## src/rtl/arch_event_gen_pkg.sv

```systemverilog
// Shared types, constants and the trap-to-ArchEvent encoder for the difftest producer.
package arch_event_pkg;

  localparam int unsigned ARCH_EVENT_VALID_BIT = 31;
  localparam int unsigned ARCH_EVENT_CAUSE_W   = 6;
  localparam int unsigned ARCH_EVENT_SEQ_W     = 16;

  typedef struct packed {
    logic [31:0]                 interrupt;
    logic [31:0]                 exception;
    logic [63:0]                 pc;
    logic [31:0]                 inst;
    logic                        hasNmi;
    logic                        hvictlInject;
    logic                        irToHs;
    logic                        irToVs;
    logic [7:0]                  coreid;
    logic [ARCH_EVENT_SEQ_W-1:0] seq;
  } arch_event_t;

  // Bit 31 flags the populated cause field, so exception cause 0 stays visible.
  function automatic arch_event_t encodeEvent(
    input logic                        isInterrupt,
    input logic [30:0]                 cause,
    input logic [63:0]                 pc,
    input logic [31:0]                 inst,
    input logic                        hasNmi,
    input logic                        hvictlInject,
    input logic                        irToHs,
    input logic                        irToVs,
    input logic [7:0]                  coreid,
    input logic [ARCH_EVENT_SEQ_W-1:0] seq
  );
    arch_event_t ev;
    logic [31:0] field;
    field = 32'(cause);
    field[ARCH_EVENT_VALID_BIT] = 1'b1;
    ev = '0;
    if (isInterrupt) begin
      ev.interrupt = field;
    end else begin
      ev.exception = field;
    end
    ev.pc           = pc;
    ev.inst         = inst;
    ev.hasNmi       = hasNmi;
    ev.hvictlInject = hvictlInject;
    ev.irToHs       = irToHs;
    ev.irToVs       = irToVs;
    ev.coreid       = coreid;
    ev.seq          = seq;
    return ev;
  endfunction

endpackage

```

## src/rtl/arch_event_gen_if.sv

```systemverilog
// ArchEvent output channel: head event fields with valid/ready handshake.
interface arch_event_gen_if #(
  parameter int unsigned SEQ_W = 16
) ();
  logic             out_valid;
  logic             out_ready;
  logic [31:0]      out_interrupt;
  logic [31:0]      out_exception;
  logic [63:0]      out_exception_pc;
  logic [31:0]      out_exception_inst;
  logic             out_has_nmi;
  logic             out_hvictl_inject;
  logic             out_ir_to_hs;
  logic             out_ir_to_vs;
  logic [7:0]       out_coreid;
  logic [SEQ_W-1:0] out_seq;

  modport master (
    output out_valid, out_interrupt, out_exception, out_exception_pc, out_exception_inst,
           out_has_nmi, out_hvictl_inject, out_ir_to_hs, out_ir_to_vs, out_coreid, out_seq,
    input  out_ready
  );

  modport slave (
    input  out_valid, out_interrupt, out_exception, out_exception_pc, out_exception_inst,
           out_has_nmi, out_hvictl_inject, out_ir_to_hs, out_ir_to_vs, out_coreid, out_seq,
    output out_ready
  );
endinterface

```

## src/rtl/arch_event_gen_fifo.sv

```systemverilog
// Synchronous FIFO of ArchEvent entries with flush and same-cycle push/pop.
module arch_event_fifo
  import arch_event_pkg::*;
#(
  parameter int unsigned DEPTH = 4
) (
  input  logic        clock,
  input  logic        reset,
  input  logic        flush,
  input  logic        push,
  input  arch_event_t pushData,
  input  logic        pop,
  output arch_event_t popData,
  output logic        empty,
  output logic        pushAccepted
);

  localparam int unsigned AW = $clog2(DEPTH);
  localparam int unsigned CW = AW + 1;

  arch_event_t   mem [DEPTH];
  logic [AW-1:0] rdPtr;
  logic [AW-1:0] wrPtr;
  logic [CW-1:0] count;
  logic          full;
  logic          doPop;
  logic          doPush;

  // Handshake qualification; flush frees the whole buffer so its push always lands.
  always_comb begin
    full         = (count == CW'(DEPTH));
    empty        = (count == '0);
    doPop        = pop && !empty;
    doPush       = push && (!full || doPop);
    pushAccepted = push && (flush || !full || doPop);
    popData      = mem[rdPtr];
  end

  // Storage, pointers and occupancy count.
  always_ff @(posedge clock) begin
    if (!reset) begin
      mem   <= '{default: '0};
      rdPtr <= '0;
      wrPtr <= '0;
      count <= '0;
    end else if (flush) begin
      // A push coinciding with flush becomes the sole entry at slot 0.
      rdPtr <= '0;
      if (push) begin
        mem[0] <= pushData;
        wrPtr  <= AW'(1);
        count  <= CW'(1);
      end else begin
        wrPtr <= '0;
        count <= '0;
      end
    end else begin
      if (doPush) begin
        mem[wrPtr] <= pushData;
        wrPtr      <= wrPtr + AW'(1);
      end
      if (doPop) begin
        rdPtr <= rdPtr + AW'(1);
      end
      case ({doPush, doPop})
        2'b10:   count <= count + CW'(1);
        2'b01:   count <= count - CW'(1);
        default: count <= count;
      endcase
    end
  end

endmodule

```

## src/rtl/arch_event_gen.sv

```systemverilog
// ArchEvent producer: encodes commit-time traps, tags them and queues them for the difftest sink.
module arch_event_gen
  import arch_event_pkg::*;
#(
  parameter int unsigned DEPTH   = 4,
  parameter int unsigned CAUSE_W = ARCH_EVENT_CAUSE_W,
  parameter int unsigned SEQ_W   = ARCH_EVENT_SEQ_W
) (
  input  logic               clock,
  input  logic               reset,
  input  logic               enable,
  input  logic               flush,
  input  logic               trap_valid,
  input  logic               trap_is_interrupt,
  input  logic [CAUSE_W-1:0] trap_cause,
  input  logic [63:0]        trap_pc,
  input  logic [31:0]        trap_inst,
  input  logic               trap_has_nmi,
  input  logic               trap_hvictl_inject,
  input  logic               trap_ir_to_hs,
  input  logic               trap_ir_to_vs,
  input  logic [7:0]         coreid,
  arch_event_gen_if.master   evOut,
  output logic               overflow,
  output logic [SEQ_W-1:0]   drop_cnt
);

  logic             pushReq;
  logic             pushOk;
  logic             fifoEmpty;
  logic [SEQ_W-1:0] seqReg;
  arch_event_t      pushData;
  arch_event_t      head;

  // Capture qualification and encoding of the incoming trap (the struct carries a fixed-width seq).
  always_comb begin
    pushReq  = trap_valid && enable;
    pushData = encodeEvent(trap_is_interrupt, 31'(trap_cause), trap_pc, trap_inst,
                           trap_has_nmi, trap_hvictl_inject, trap_ir_to_hs, trap_ir_to_vs,
                           coreid, ARCH_EVENT_SEQ_W'(seqReg));
  end

  arch_event_fifo #(
    .DEPTH(DEPTH)
  ) eventFifo (
    .clock       (clock),
    .reset       (reset),
    .flush       (flush),
    .push        (pushReq),
    .pushData    (pushData),
    .pop         (evOut.out_ready),
    .popData     (head),
    .empty       (fifoEmpty),
    .pushAccepted(pushOk)
  );

  // Sequence tag advances only on accepted pushes; refused pushes feed the sticky drop statistics.
  always_ff @(posedge clock) begin
    if (!reset) begin
      seqReg   <= '0;
      overflow <= 1'b0;
      drop_cnt <= '0;
    end else begin
      if (pushOk) begin
        seqReg <= seqReg + SEQ_W'(1);
      end
      if (pushReq && !pushOk) begin
        overflow <= 1'b1;
        if (drop_cnt != '1) begin
          drop_cnt <= drop_cnt + SEQ_W'(1);
        end
      end
    end
  end

  // Output channel is a straight view of the FIFO head entry.
  always_comb begin
    evOut.out_valid          = !fifoEmpty;
    evOut.out_interrupt      = head.interrupt;
    evOut.out_exception      = head.exception;
    evOut.out_exception_pc   = head.pc;
    evOut.out_exception_inst = head.inst;
    evOut.out_has_nmi        = head.hasNmi;
    evOut.out_hvictl_inject  = head.hvictlInject;
    evOut.out_ir_to_hs       = head.irToHs;
    evOut.out_ir_to_vs       = head.irToVs;
    evOut.out_coreid         = head.coreid;
    evOut.out_seq            = SEQ_W'(head.seq);
  end

endmodule
```

## src/flat_wrapper.sv

```systemverilog
// flat-port wrapper written by rule: the top's interface ports become plain ports
module arch_event_gen_flat import arch_event_pkg::*;
#(
  parameter int unsigned DEPTH   = 4,
  parameter int unsigned CAUSE_W = ARCH_EVENT_CAUSE_W,
  parameter int unsigned SEQ_W   = ARCH_EVENT_SEQ_W
)
  (clock, reset, enable, flush, trap_valid, trap_is_interrupt, trap_cause, trap_pc, trap_inst, trap_has_nmi, trap_hvictl_inject, trap_ir_to_hs, trap_ir_to_vs, coreid, overflow, drop_cnt, evOut_out_valid, evOut_out_interrupt, evOut_out_exception, evOut_out_exception_pc, evOut_out_exception_inst, evOut_out_has_nmi, evOut_out_hvictl_inject, evOut_out_ir_to_hs, evOut_out_ir_to_vs, evOut_out_coreid, evOut_out_seq, evOut_out_ready);
  arch_event_gen_if #(.SEQ_W(SEQ_W)) evOut_i ();
  input  logic clock;
  input  logic reset;
  input  logic enable;
  input  logic flush;
  input  logic trap_valid;
  input  logic trap_is_interrupt;
  input  logic [CAUSE_W-1:0] trap_cause;
  input  logic [63:0] trap_pc;
  input  logic [31:0] trap_inst;
  input  logic trap_has_nmi;
  input  logic trap_hvictl_inject;
  input  logic trap_ir_to_hs;
  input  logic trap_ir_to_vs;
  input  logic [7:0] coreid;
  output logic overflow;
  output logic [SEQ_W-1:0] drop_cnt;
  output wire logic [$bits(evOut_i.out_valid)-1:0] evOut_out_valid;
  output wire logic [$bits(evOut_i.out_interrupt)-1:0] evOut_out_interrupt;
  output wire logic [$bits(evOut_i.out_exception)-1:0] evOut_out_exception;
  output wire logic [$bits(evOut_i.out_exception_pc)-1:0] evOut_out_exception_pc;
  output wire logic [$bits(evOut_i.out_exception_inst)-1:0] evOut_out_exception_inst;
  output wire logic [$bits(evOut_i.out_has_nmi)-1:0] evOut_out_has_nmi;
  output wire logic [$bits(evOut_i.out_hvictl_inject)-1:0] evOut_out_hvictl_inject;
  output wire logic [$bits(evOut_i.out_ir_to_hs)-1:0] evOut_out_ir_to_hs;
  output wire logic [$bits(evOut_i.out_ir_to_vs)-1:0] evOut_out_ir_to_vs;
  output wire logic [$bits(evOut_i.out_coreid)-1:0] evOut_out_coreid;
  output wire logic [$bits(evOut_i.out_seq)-1:0] evOut_out_seq;
  input wire logic [$bits(evOut_i.out_ready)-1:0] evOut_out_ready;
  assign evOut_out_valid = evOut_i.out_valid;
  assign evOut_out_interrupt = evOut_i.out_interrupt;
  assign evOut_out_exception = evOut_i.out_exception;
  assign evOut_out_exception_pc = evOut_i.out_exception_pc;
  assign evOut_out_exception_inst = evOut_i.out_exception_inst;
  assign evOut_out_has_nmi = evOut_i.out_has_nmi;
  assign evOut_out_hvictl_inject = evOut_i.out_hvictl_inject;
  assign evOut_out_ir_to_hs = evOut_i.out_ir_to_hs;
  assign evOut_out_ir_to_vs = evOut_i.out_ir_to_vs;
  assign evOut_out_coreid = evOut_i.out_coreid;
  assign evOut_out_seq = evOut_i.out_seq;
  assign evOut_i.out_ready = evOut_out_ready;
  arch_event_gen #(.DEPTH(DEPTH), .CAUSE_W(CAUSE_W), .SEQ_W(SEQ_W)) u_core (.clock(clock), .reset(reset), .enable(enable), .flush(flush), .trap_valid(trap_valid), .trap_is_interrupt(trap_is_interrupt), .trap_cause(trap_cause), .trap_pc(trap_pc), .trap_inst(trap_inst), .trap_has_nmi(trap_has_nmi), .trap_hvictl_inject(trap_hvictl_inject), .trap_ir_to_hs(trap_ir_to_hs), .trap_ir_to_vs(trap_ir_to_vs), .coreid(coreid), .evOut(evOut_i), .overflow(overflow), .drop_cnt(drop_cnt));
endmodule
```

## config.mk

```make
export PLATFORM = sky130hd
export DESIGN_NAME = arch_event_gen_flat
export DESIGN_NICKNAME = d
export VERILOG_FILES = /design/src/rtl/arch_event_gen_pkg.sv /design/src/rtl/arch_event_gen_if.sv /design/src/rtl/arch_event_gen_fifo.sv /design/src/rtl/arch_event_gen.sv /design/src/flat_wrapper.sv
export SDC_FILE = /design/constraint.sdc
export NUM_CORES = 1
export LEC_CHECK = 0
export CORE_MARGIN = 2
export CORE_UTILIZATION = 45
export DETAILED_ROUTE_END_ITERATION = 16
export PLACE_DENSITY = 0.73
export RECOVER_POWER = 100
export SETUP_SLACK_MARGIN = 0.4
export SLEW_MARGIN = 20
export SYNTH_ARGS = -nofsm -noshare
export SYNTH_HDL_FRONTEND = slang
export SYNTH_SLANG_ARGS = --single-unit
```

## constraint.sdc

```tcl
create_clock -name clock -period 7.7 [get_ports clock]
set_clock_uncertainty 0.05 [all_clocks]
set_input_delay 1.54 -clock clock [delete_from_list [all_inputs] [get_ports clock]]
set_output_delay 1.54 -clock clock [all_outputs]
set_load 0.01 [all_outputs]
```

== Word-level counts from Yosys, hierarchy flattened ==
Index checks and enable logic that the tools add are counted.
Storage, ports and cells
  memory bits (read-only): 0
  flip-flop bits (word level): 792
  input bits: 121
  output and inout port bits: 206
  memories: 0
  logic and storage cells: 100
  memory bits (writable): 0
  bits in latches: 0
Cells by class
  eq/ne operators: 5
  reduce and logical (&&, ||, !) cells: 19
  multiply operators: 0
  bitwise logic cells: 4
  add/sub/neg operators: 6
  magnitude comparators: 3
  multiplexer cells: 17
  div/mod/pow operators: 0
  shift-type cells: 0
Operator list (count)
  $mux 188: 5
  $bwmux 752: 1
  $mux 752: 1
  $bmux 188 s2: 1
  $demux 188 s2: 1
  $mux 32: 2
  $add 16x1->16 const B: 2
  $ne 16x16->1 const B: 1
  $ge 3x3->1 const B: 2
  $logic_and 1x1->1: 6
  $not 2->3: 2
  $pmux 3 s2: 1
  $reduce_and 2->1: 3
  $add 2x1->2 const B: 2
  $mux 2: 2
  $add 3x1->3 const B: 1
  $eq 3x3->1 const B: 1
  $logic_not 1->1: 3
  $logic_not 3->1: 1
  $logic_or 1x1->1: 3
  $lt 3x1->1 const B: 1
  $mux 3: 1
  $reduce_bool 3->1: 1
  $sub 3x1->3 const B: 1
  other kinds (7): 9

== Logic depth before layout (Yosys ltp) ==
  depth after elaboration: 8
  depth in mapped cells: 10
  gate-level depth less buffers: 7

== By module ==
Synthesis repeated with hierarchy kept, for this count alone.
Unflattened totals
  cell total of the unflattened synthesis: 3206
  area, all modules: 31153.6 µm²
By module, submodules not included
  arch_event_fifo: seq. area each 15194.6 µm², instances 1, cells an instance 3013, area an instance 29513.3 µm²
  arch_event_gen: seq. area each 660.6 µm², instances 1, cells an instance 193, area an instance 1640.3 µm²

== Worst setup path before layout ==
OpenSTA, ideal clock, no wires.
  kind: input to register
  start point: input trap_valid
  end point: register u_core.eventFifo.count[1]
  data required time: 7.555 ns
  path slack: 3.945 ns
  data arrival time: 3.610 ns
  path buffers: 3
  cell stages on the path: 10
  cells stage by stage: and2_1 -> clkbuf_1 -> clkbuf_1 -> clkbuf_1 -> nor2_1 -> fa_1 -> inv_1 -> a31oi_1 -> o221ai_1 -> a221oi_1
On the way
  cells in the longest elaborated chain, start to end: 5
  elaborated cells on any way between the ends: 7
RTL lines
  from (decl): RTL line flat_wrapper.sv:14  | input logic trap_valid;
  $logic_and 1x1->1 *: RTL line arch_event_gen.sv:37  | pushReq = trap_valid && enable;
  $logic_and 1x1->1 *: RTL line arch_event_gen_fifo.sv:34  | doPush = push && (!full || doPop);
  $eq 2x1->1 or $eq 2x2->1 (tied branches): RTL line arch_event_gen_fifo.sv:65  | case ({doPush, doPop})
  $pmux 3 s2: RTL line arch_event_gen_fifo.sv:65
  $mux 3: RTL line arch_event_gen_fifo.sv:46  | end else if (flush) begin
  to (signal assigned): RTL line arch_event_gen_fifo.sv:66  | 2'b10: count <= count + CW'(1);
  to (signal assigned): RTL line arch_event_gen_fifo.sv:67  | 2'b01: count <= count - CW'(1);
  to (signal assigned): RTL line arch_event_gen_fifo.sv:68  | default: count <= count;
  to (decl): RTL line arch_event_gen_fifo.sv:24  | logic [CW-1:0] count;
Mark *: on every way between the ends. The rest lies on a longest branch, timed or not.
A chain may end at the register's enable or synchronous reset.

== Final worst setup path ==
  start point: register u_core.eventFifo.rdPtr[0]
  end point: output evOut_out_exception_inst[15]
On the way
  cells in the longest elaborated chain, start to end: 4
RTL lines
  from (decl): RTL line arch_event_gen_fifo.sv:22  | logic [AW-1:0] rdPtr;
  from (signal assigned): RTL line arch_event_gen_fifo.sv:63  | rdPtr <= rdPtr + AW'(1);
  $not 2->3 (not written as such): RTL line arch_event_gen_fifo.sv:36  | popData = mem[rdPtr];
  $bmux 188 s2: RTL line arch_event_gen_fifo.sv:36
  $mux 188 (not written as such) (2 in a row): RTL line arch_event_gen_fifo.sv:36
  to (decl): RTL line flat_wrapper.sv:30  | output wire logic [$bits(evOut_i.out_exception_inst)-1:0] evOut_out_exception_inst;
Every way passes these cells. The select of a mux whose other input is x is not followed.

==> impl_metrics.env <==
export IMPL_area_growth_pct=18.76
export IMPL_synth_cell_types=52
export IMPL_cts_resized=0
export IMPL_arrival_ns=4.64
export IMPL_nets=3133
export IMPL_final_antenna_net_count=0
export IMPL_synthArstFlopShare_pct=0
export IMPL_hold_slack_ns=0.4006
export IMPL_status="finished, violations left"
export IMPL_dpl_hpwl_um=40410
export IMPL_max_slew_margin_pct=-171.7
export IMPL_r2r_end="u_core.eventFifo.mem[159]"
export IMPL_crit_start="u_core.eventFifo.rdPtr[0]"
export IMPL_crit_family="buffers and inverters"
export IMPL_period_needed_ns=6.235
export IMPL_finalPower_mw=6.523
export IMPL_drt_iter0_markers=2086
export IMPL_regArea_sq_um=11860
export IMPL_yosys_warnings=0
export IMPL_grt_pass1_wl_um=115400
export IMPL_drive_gt1_share_pct=8.882
export IMPL_setup_violations=0
export IMPL_die_h_um=240.2
export IMPL_tritoncts="yes"
export IMPL_cp_endpoint="evOut_out_exception_inst[15]"
export IMPL_postSynthCellCount=2907
export IMPL_numCtsBuffers=61
export IMPL_crit_fanout=66
export IMPL_grt_ovfl_total=0
export IMPL_cap_violations=7
export IMPL_vdd_drop_max_mv=0.1784
export IMPL_dieArea_sq_um=57680
export IMPL_io_buffers=276
export IMPL_root_buffer="clkbuf_16"
export IMPL_syn_area_per_cell_sq_um=8.634
export IMPL_fin_setup_tns_ns=0
export IMPL_grt_pass1_vias=21640
export IMPL_drtPass1Iterations=8
export IMPL_required_ns=6.11
export IMPL_wl_per_cell_um=19.65
export IMPL_reg2reg_depth=5
export IMPL_clk_pin_slew_ns=0.06
export IMPL_viasPerCell=5.790
export IMPL_cp_slowest_cell="clkbuf_2"
export IMPL_min_period_over_period_pct=80.97
export IMPL_max_freq_mhz=160.4
export IMPL_die_w_um=240.2
export IMPL_synth_edff_count=0
export IMPL_multi_input_area_sq_um=11930
export IMPL_synth_seq_area_share_pct=47.22
export IMPL_power_density_nw_per_um2=218.8
export IMPL_ios=327
export IMPL_worst_path_stages=3
export IMPL_hold_class="reg2reg"
export IMPL_worst_pin_slew_ns=4.076
export IMPL_critPathKind="reg2out"
export IMPL_clk_path_buf_depth=3
export IMPL_max_stage_delay_ns=1.82
export IMPL_drc=0
export IMPL_worst_setup_path_start_kind="flip-flop"
export IMPL_drv_slew=425
export IMPL_cp_cell_sequence="clkbuf_2 -> mux4_2 -> dlygate4sd3_1"
export IMPL_coreArea_sq_um=55090
export IMPL_wl_um=74700
export IMPL_crit_buf_inv=2
export IMPL_n_fill_cell=4909
export IMPL_post_cts_buffers=0
export IMPL_start_util_pct=45.56
export IMPL_place_congestion=0.7868
export IMPL_cts_hold_buf=0
export IMPL_syn_area_sq_um=25100
export IMPL_clkSinkCount=592
export IMPL_clk_latency_ns=0.61
export IMPL_synthFlopType="dfxtp_1"
export IMPL_violations="max-capacitance violations, max-slew violations"
export IMPL_rows=86
export IMPL_cts_max_level=2
export IMPL_leakagePower_nw=9.776
export IMPL_via_count=22010
export IMPL_worstReg2RegStart="u_core.eventFifo.count[0]"
export IMPL_ff2ff_setup_slack_ns=3.57
export IMPL_hold_violations=0
export IMPL_endpoint_kind="output pin"
export IMPL_antenna_found_initial=2
export IMPL_grt_setup_unrepaired="false"
export IMPL_grt_usage_pct=24.99
export IMPL_ys_seq_elements=592
export IMPL_grt_max_degree=232
[stage by stage]
| stage | worst slack (ns) | utilization, % | area (sq um) | std cells |
|---|---|---|---|---|
| 6_report | 1.465 | 54.10 | 29810 | 3801 |
| 5_1_grt | 1.209 | 54.10 | 29800 | 3800 |
| 4_1_cts | 2.530 | 54.17 | 29840 | 3799 |
| 3_5_place_dp | 2.594 | 50.48 | 27810 | 3690 |
| 3_3_place_gp | 2.669 | 50.48 | 27810 | 3690 |
| 2_1_floorplan | 3.945 | - | 25280 | 2956 |
[cell type report]
class / count / area share, %
clock inverter: 19 / 0.8941
antenna: 2 / 0.01679
timing repair buffer: 304 / 10.10
tap: 748 / 3.140
clock buffer: 90 / 5.927
sequential: 592 / 39.79
inverter: 10 / 0.1259
multi-input combinational: 2036 / 40.02
[cell usage in the layout, fill, tap and decap left out, types with 8 or more instances in the layout]
master           instances
nand3_1                160
or3_1                   11
clkdlybuf4s50_1        142
a21oi_1                579
mux4_2                 138
conb_1                  50
clkbuf_8                11
o31ai_1                 13
clkbuf_1                18
nand2_1                818
nor2_1                  14
buf_4                   19
o21ai_0                148
dlygate4sd3_1          134
inv_1                   10
or4_1                   12
clkbuf_16               62
xor2_1                   9
clkinv_2                 8
nand4_1                 13
dfxtp_1                590
[tightest hold or removal path: cells and delay by family (launching register included)]
family | cells | cell delay, ns
flip-flops | 1 | 0.30
AND/OR/NAND/NOR | 1 | 0.05
AO/OA/AOI/OAI | 1 | 0.05
[registers in the layout (all words and copies together), names as in the netlist]
signal                  cells
u_core.seqReg              16
u_core.eventFifo.count      3
u_core.eventFifo.rdPtr      2
u_core.eventFifo.wrPtr      2
u_core.overflow             1
u_core.eventFifo.mem      552
u_core.drop_cnt            16
[power breakdown]
part / switching [mW] / internal [mW] / leakage, nW
combinational: 0.243 / 0.169 / 4.00
clock: 1.21 / 1.78 / 0.995
sequential: 0.0202 / 3.10 / 4.78
total: 1.47 / 5.05 / 9.78
[cell usage after synthesis, types with 9 or more instances]
cell / n / area share (%)
clkbuf_1: 147 / 2.2
nand2_1: 819 / 12
or3_1: 11 / 0.27
inv_1: 9 / 0.13
buf_1: 23 / 0.34
o31ai_1: 13 / 0.39
nor2_1: 14 / 0.21
or4_1: 12 / 0.36
buf_4: 51 / 1.5
xor2_1: 9 / 0.31
dfxtp_1: 592 / 47
o21ai_0: 148 / 3.0
mux4_2: 138 / 12
a21oi_1: 579 / 12
nand4_1: 13 / 0.32
nand3_1: 160 / 3.2
buf_2: 97 / 1.9
[metal layers]
| layer | global-route usage [%] | part of all wire [%] | up-vias |
|---|---|---|---|
| met5 | 0 | 0.017 | - |
| met4 | 9.524 | 2.6 | 2 |
| met3 | 4.615 | 8.4 | 133 |
| met2 | 43.12 | 50 | 986 |
| met1 | 30.99 | 39 | 10750 |
| li1 | - | - | 10140 |
[worst min-delay path by stage]
| stage | from | depth (start not counted) | slack (ns) | to |
|---|---|---|---|---|
| finish | u_core.eventFifo.mem[281] | 2 | 0.40 | u_core.eventFifo.mem[281] |
| global route | u_core.eventFifo.mem[116] | 2 | 0.42 | u_core.eventFifo.mem[116] |
| CTS | u_core.eventFifo.mem[85] | 2 | 0.40 | u_core.eventFifo.mem[85] |
| detailed placement | u_core.eventFifo.mem[74] | 2 | 0.39 | u_core.eventFifo.mem[74] |
| global placement | u_core.eventFifo.mem[119] | 2 | 0.39 | u_core.eventFifo.mem[119] |
| floorplan | u_core.eventFifo.mem[203] | 2 | 0.38 | u_core.eventFifo.mem[203] |
[kinds of logic (layout without fill, tap and decap cells)]
kind of cell | Yosys count | after routing | synth area share [%]
compound gates | 760 | 760 | 15.51
xor+xnor | 11 | 11 | 0.3839
fa+ha+maj | 7 | 7 | 0.3789
buf+inv | 328 | 423 | 6.152
flops | 592 | 592 | 47.22
mux | 140 | 140 | 12.47
other cells | 1 | 52 | 0.01494
simple gates | 1068 | 1068 | 17.87
(Power assumes the default switching activity.)
==> RTL change 1: new RTL, same settings <==
`DEPTH` is set to 4 in 3 places; all go to 2.
--- a/src/rtl/arch_event_gen_fifo.sv
+++ b/src/rtl/arch_event_gen_fifo.sv
@@ -2,7 +2,7 @@
 module arch_event_fifo
   import arch_event_pkg::*;
 #(
-  parameter int unsigned DEPTH = 4
+  parameter int unsigned DEPTH = 2
 ) (
   input  logic        clock,
   input  logic        reset,
--- a/src/rtl/arch_event_gen.sv
+++ b/src/rtl/arch_event_gen.sv
@@ -2,7 +2,7 @@
 module arch_event_gen
   import arch_event_pkg::*;
 #(
-  parameter int unsigned DEPTH   = 4,
+  parameter int unsigned DEPTH   = 2,
   parameter int unsigned CAUSE_W = ARCH_EVENT_CAUSE_W,
   parameter int unsigned SEQ_W   = ARCH_EVENT_SEQ_W
 ) (
--- a/src/flat_wrapper.sv
+++ b/src/flat_wrapper.sv
@@ -1,7 +1,7 @@
 // flat-port wrapper written by rule: the top's interface ports become plain ports
 module arch_event_gen_flat import arch_event_pkg::*;
 #(
-  parameter int unsigned DEPTH   = 4,
+  parameter int unsigned DEPTH   = 2,
   parameter int unsigned CAUSE_W = ARCH_EVENT_CAUSE_W,
   parameter int unsigned SEQ_W   = ARCH_EVENT_SEQ_W
 )
Function: not settled (the Yosys comparison gave no result); the edit may change what the design does.
==> RTL change 1 against the original RTL <==
- total power down 45%
- wire length shrank 53%
- the run still ends with max-capacitance violations, max-slew violations left
- largest cell class unchanged
- area after synthesis is 47% lower
- setup slack gained 0.63 ns
- sequential power shrank 46%
- global-route usage decreased by 3.1 points
- critical path depth is 3 higher
- sequential cell count shrank 279
- highest routed layer unchanged
- synthesized cell count fell by 44%
- clock power down 45%
- die area decreased by 47%
- final area fell by 43%
==> RTL change 1: results (changes against the original RTL) <==
| Metric | Value |
|---|---|
| Pre-CTS WS | `2.88 ns (+0.291 ns)` |
| Max Buffers Root-to-Sink | `3 (unchanged)` |
| Initial drt markers | `743 (-64%)` |
| Fin. Hold Viols | `0 (unchanged)` |
| Slew Limit Fails | `363 (-15%)` |
| Share of layout cells above drive strength 1 | `10.5% (+1.6 points)` |
| R2R setup slack | `3.35 ns (-0.22 ns)` |
| Number of diodes | `0 (-2)` |
| Via/cell ratio | `5.19 (-10%)` |
| Largest regs | `u_core.eventFifo.mem x276, u_core.drop_cnt x16, u_core.seqReg x16` |
| Met2 Wirelength | `16.7 mm (-56%)` |
| Synthesis Warnings | `0 (unchanged)` |
| Sequential element share of the synthesized area | `47.3% (about the same)` |
| Drt pass-1 iters | `5 (-3)` |
| FF-to-FF End | `u_core.eventFifo.mem[343]` |
| Synth top area cells | `dfxtp_1, nand2_1, mux2_2` |
| Total CTS buffers | `35 (-43%)` |
| Number of nets in the layout | `1,958 (-38%)` |
| WL final | `35.3 mm (-53%)` |
| Metal1 wirelength | `14.8 mm (-49%)` |
| Most instantiated cells after synthesis | `nand2_1, dfxtp_1, a21oi_1` |
| Critical path arrival | `5.93 ns (+1.29 ns)` |
| Max-Cap Viols | `6 (-1)` |
| Final min period | `5.60 ns (-0.633 ns)` |
| Vias in the first global route | `11,200 (-48%)` |
| Violated checks | `max-capacitance violations, max-slew violations` |
| Distinct cells, synth | `41 (-21%)` |
| PostCTS Resize Cnt | `0 (unchanged)` |
| Min-delay worst type | `flip-flop to flip-flop` |
| Leak | `6.45 nW (-34%)` |
| Hold EP | `u_core.eventFifo.mem[111]` |
| Clock latency on the worst-skew pair | `0.49 ns (-0.12 ns)` |
| Post-CTS setup buffers | `0 (unchanged)` |
| GR Util All Layers | `21.9% (-3.1 points)` |
| DR WL met3 | `3.24 mm (-49%)` |
| First-pass GRT wire length | `55.9 mm (-52%)` |
| Relative slew slack | `-97.7% (+74 points)` |
| Routability congestion estimate | `0.751 (-4.6%)` |
| Crit-path max FO | `84 (+27%)` |
| R2R Path Start | `u_core.eventFifo.count[1]` |
| Outcome | `finished, violations left` |
| Placed Area | `16,000 um2 (-43%)` |
| DP HPWL | `21.7 mm (-46%)` |
| Max IR drop VDD | `0.161 mV (-9.7%)` |
| Hold_sp | `u_core.eventFifo.mem[111]` |
| Worst setup path start | `evOut_out_ready` |
| Worst Setup End Kind | `flip-flop` |
| Hold path cells | `2 (unchanged)` |
| Largest net degree at the start of global routing | `168 (-28%)` |
[RTL change 1: cell type report]
type	instances	area (um2)
clock buffer	54	1090
clock inverter	6	55.1
fill	2561	11800
inverter	6	30.0
multi-input combinational	1190	6320
sequential	313	6270
tap	384	480
timing repair buffer	289	2860
[RTL change 1: critical path, cell delays in order]
cell and delay [ns]:
dlygate4sd3_1 0.64, nor3b_1 0.42, o211a_1 2.20, buf_4 0.80, nand2_1 0.15, o211a_1 0.17
[RTL change 1: cell families after synthesis]
kind of cell	Yosys count	synth area share (%)
buffers and inverters	178	6.48
xor gates and xnor gates	7	0.462
other	1	0.0283
adders and majority gates	2	0.189
muxes	142	12.0
DFF	313	47.3
and+or+nand+nor	657	20.4
AOI/OAI and AO/OA	332	13.1
[RTL change 1: per-stage QoR]
| step | utilization [%] | total power, mW | instances | hold slack (ns) |
|---|---|---|---|---|
| 6_report | 59.3 | 3.62 | 2242 | 0.401 |
| 3_3_place_gp | 55.4 | 2.03 | 2181 | 0.387 |
| 2_1_floorplan | - | 1.88 | 1681 | 0.383 |
| 3_5_place_dp | 55.4 | 2.03 | 2181 | 0.394 |
| 4_1_cts | 59.3 | 3.67 | 2241 | 0.401 |
| 5_1_grt | 59.3 | 3.75 | 2242 | 0.416 |
[RTL change 1: report_power, final]
part | switching [mW] | internal [mW]
Sequential | 0.0203 | 1.66
Combinational | 0.162 | 0.148
Clock | 0.628 | 1.00
Total | 0.810 | 2.81
[RTL change 1: metal layers]
| metal | GRT usage (%) | up-vias |
|---|---|---|
| li1 | - | 5768 |
| met1 | 26.6 | 5447 |
| met2 | 37.8 | 365 |
| met3 | 7.08 | 46 |
| met4 | 4.82 | 4 |
| met5 | 0 | - |
==> RTL change 2: new RTL, same flow settings <==
Made on the original files. Register the output `drop_cnt` once more, with the module's reset; this adds one clock of latency there. The other outputs are not delayed to match.
--- a/src/rtl/arch_event_gen.sv
+++ b/src/rtl/arch_event_gen.sv
@@ -24,6 +24,8 @@
   output logic               overflow,
   output logic [SEQ_W-1:0]   drop_cnt
 );
+
+  logic [SEQ_W-1:0] drop_cnt_s0;
 
   logic             pushReq;
   logic             pushOk;
@@ -59,15 +61,15 @@
     if (!reset) begin
       seqReg   <= '0;
       overflow <= 1'b0;
-      drop_cnt <= '0;
+      drop_cnt_s0 <= '0;
     end else begin
       if (pushOk) begin
         seqReg <= seqReg + SEQ_W'(1);
       end
       if (pushReq && !pushOk) begin
         overflow <= 1'b1;
-        if (drop_cnt != '1) begin
-          drop_cnt <= drop_cnt + SEQ_W'(1);
+        if (drop_cnt_s0 != '1) begin
+          drop_cnt_s0 <= drop_cnt_s0 + SEQ_W'(1);
         end
       end
     end
@@ -88,4 +90,12 @@
     evOut.out_seq            = SEQ_W'(head.seq);
   end
 
+  always_ff @(posedge clock) begin
+    if (!reset) begin
+      drop_cnt <= '0;
+    end else begin
+      drop_cnt <= drop_cnt_s0;
+    end
+  end
+
 endmodule
Function: not settled (the Yosys comparison gave no result); the edit may change what the design does.
==> RTL change 2 against the original RTL <==
- the flow still finishes with violations (max-capacitance violations, max-slew violations)
- wire length decreased by 1.0%
- largest power group unchanged
- area after synthesis increased by 2.3%
- setup slack improved by 0.055 ns
- critical path type is now primary input to flip-flop
- final area increased by 1.9%
- critical path depth increased by 3
- critical endpoint is now u_core.eventFifo.count[2]
- sequential cell count increased by 16
- combinational power about the same
- sequential share of layout area increased by 0.32 points
- synthesized cell count increased by 1.1%
- sequential power increased by 3%
- cell count increased by 1.3%
- total power increased by 2.8%
==> RTL change 2: results (changes against the original RTL) <==
| Metric | Value |
|---|---|
| Routability congestion estimate | `0.790 (+0.46%)` |
| Wire length per cell after detailed routing | `19.2 um (-2.3%)` |
| Drt pass-1 iters | `5 (-3)` |
| DP HPWL | `39.6 mm (-2.0%)` |
| GR Util All Layers | `24.2% (-0.79 points)` |
| Pre-CTS WS | `2.78 ns (+0.186 ns)` |
| Total number of vias | `21,700 (-1.6%)` |
| Crit-path max FO | `73 (+11%)` |
| Leak | `10.1 nW (+3.4%)` |
| Initial drt markers | `1,668 (-20%)` |
| Grt ovf | `0 (unchanged)` |
| Outcome | `finished, violations left` |
| Number of nets in the layout | `3,170 (+1.2%)` |
| Critical path arrival | `6.66 ns (+2.02 ns)` |
| Distinct cells, synth | `54 (+3.8%)` |
| Violated checks | `max-capacitance violations, max-slew violations` |
| Initial antenna violation count | `6 (+4)` |
| First-pass GRT wire length | `116 mm (+0.56%)` |
| Slowest-stage cell, CP | `clkbuf_1` |
| Max IR drop VDD | `0.164 mV (-7.9%)` |
| CP peak stage delay | `3.10 ns (+1.28 ns)` |
| Largest net degree at the start of global routing | `216 (-6.9%)` |
| Relative slew slack | `-193% (-22 points)` |
| Post-CTS setup buffers | `0 (unchanged)` |
| # fillers | `5,186 (+5.6%)` |
| Slew Limit Fails | `266 (-37%)` |
| Yosys top cell by area | `dfxtp_1` |
| Synth top area cells | `dfxtp_1, mux4_2, nand2_1` |
| Max-Cap Viols | `5 (-2)` |
| Sequential element share of the synthesized area | `47.4% (+0.18 points)` |
| Share of layout cells above drive strength 1 | `9.51% (+0.63 points)` |
| Vias in the first global route | `21,000 (-2.7%)` |
| Most instantiated cells after synthesis | `nand2_1, dfxtp_1, a21oi_1` |
| H-tree levels | `2 (unchanged)` |
RTL change 2: cell types whose count changed after synthesis, moves of 9 or more:
cell	change
clkbuf_1	-31
and2_1	+15
buf_6	+16
a21oi_1	-9
buf_2	+9
mux2_2	+11
nor2_1	+10
dfxtp_1	+16
RTL change 2: cell type report:
type	count	share of cell area [%]
tap	756	3.12
timing repair buffer	310	10.1
clock buffer	89	5.97
clock inverter	22	0.911
multi-input combinational	2053	39.6
inverter	8	0.103
antenna	4	0.0330
sequential	608	40.1
RTL change 2: power by group:
| part | total, mW | leakage [nW] | switching, mW | internal [mW] |
|---|---|---|---|---|
| clock network | 3.09 | 1.03 | 1.26 | 1.83 |
| logic | 0.413 | 4.17 | 0.245 | 0.169 |
| registers | 3.20 | 4.91 | 0.0206 | 3.18 |
RTL change 2: worst paths after layout:
kind | startpoint | end | slack, ns | cells after the start
min reg2reg | u_core.eventFifo.mem[81] | u_core.eventFifo.mem[81] | 0.40 | 2
max | enable | u_core.eventFifo.count[2] | 1.52 | 6
min | u_core.eventFifo.mem[81] | u_core.eventFifo.mem[81] | 0.40 | 2
max reg2reg | u_core.eventFifo.count[0] | u_core.eventFifo.mem[155] | 2.91 | 5
RTL change 2: kinds of logic after synthesis:
logic type               count (synthesis)  share of synthesized area [%]
multiplexers                           151                           12.7
flip-flops                             608                           47.4
AND/OR/NAND/NOR                       1094                           17.9
adder cells (fa/ha/maj)                  7                          0.370
other                                    1                         0.0146
XOR/XNOR                                10                          0.341
AO/OA/AOI/OAI                          741                           14.8
buffers and inverters                  328                           6.55
RTL change 2: metal layers:
metal	wire (um)	GRT usage (%)
met5	36	0
met4	2000	8.28
met3	5490	4.52
met2	35300	39.5
met1	31100	32.2
RTL change 2: stage by stage:
step / cells / hold WS, ns / power (mW) / area (um2)
floorplan: 2989 / 0.383 / 3.49 / 25900
global placement: 3735 / 0.388 / 3.69 / 28300
detailed placement: 3735 / 0.393 / 3.69 / 28300
CTS: 3846 / 0.402 / 6.77 / 30400
global route: 3849 / 0.416 / 6.93 / 30400
finish: 3850 / 0.401 / 6.70 / 30400
RTL change 2: worst max-delay path: cells and delay by family:
family	cells	cell delay, ns
buf+inv	2	3.85
simple gates	4	1.25
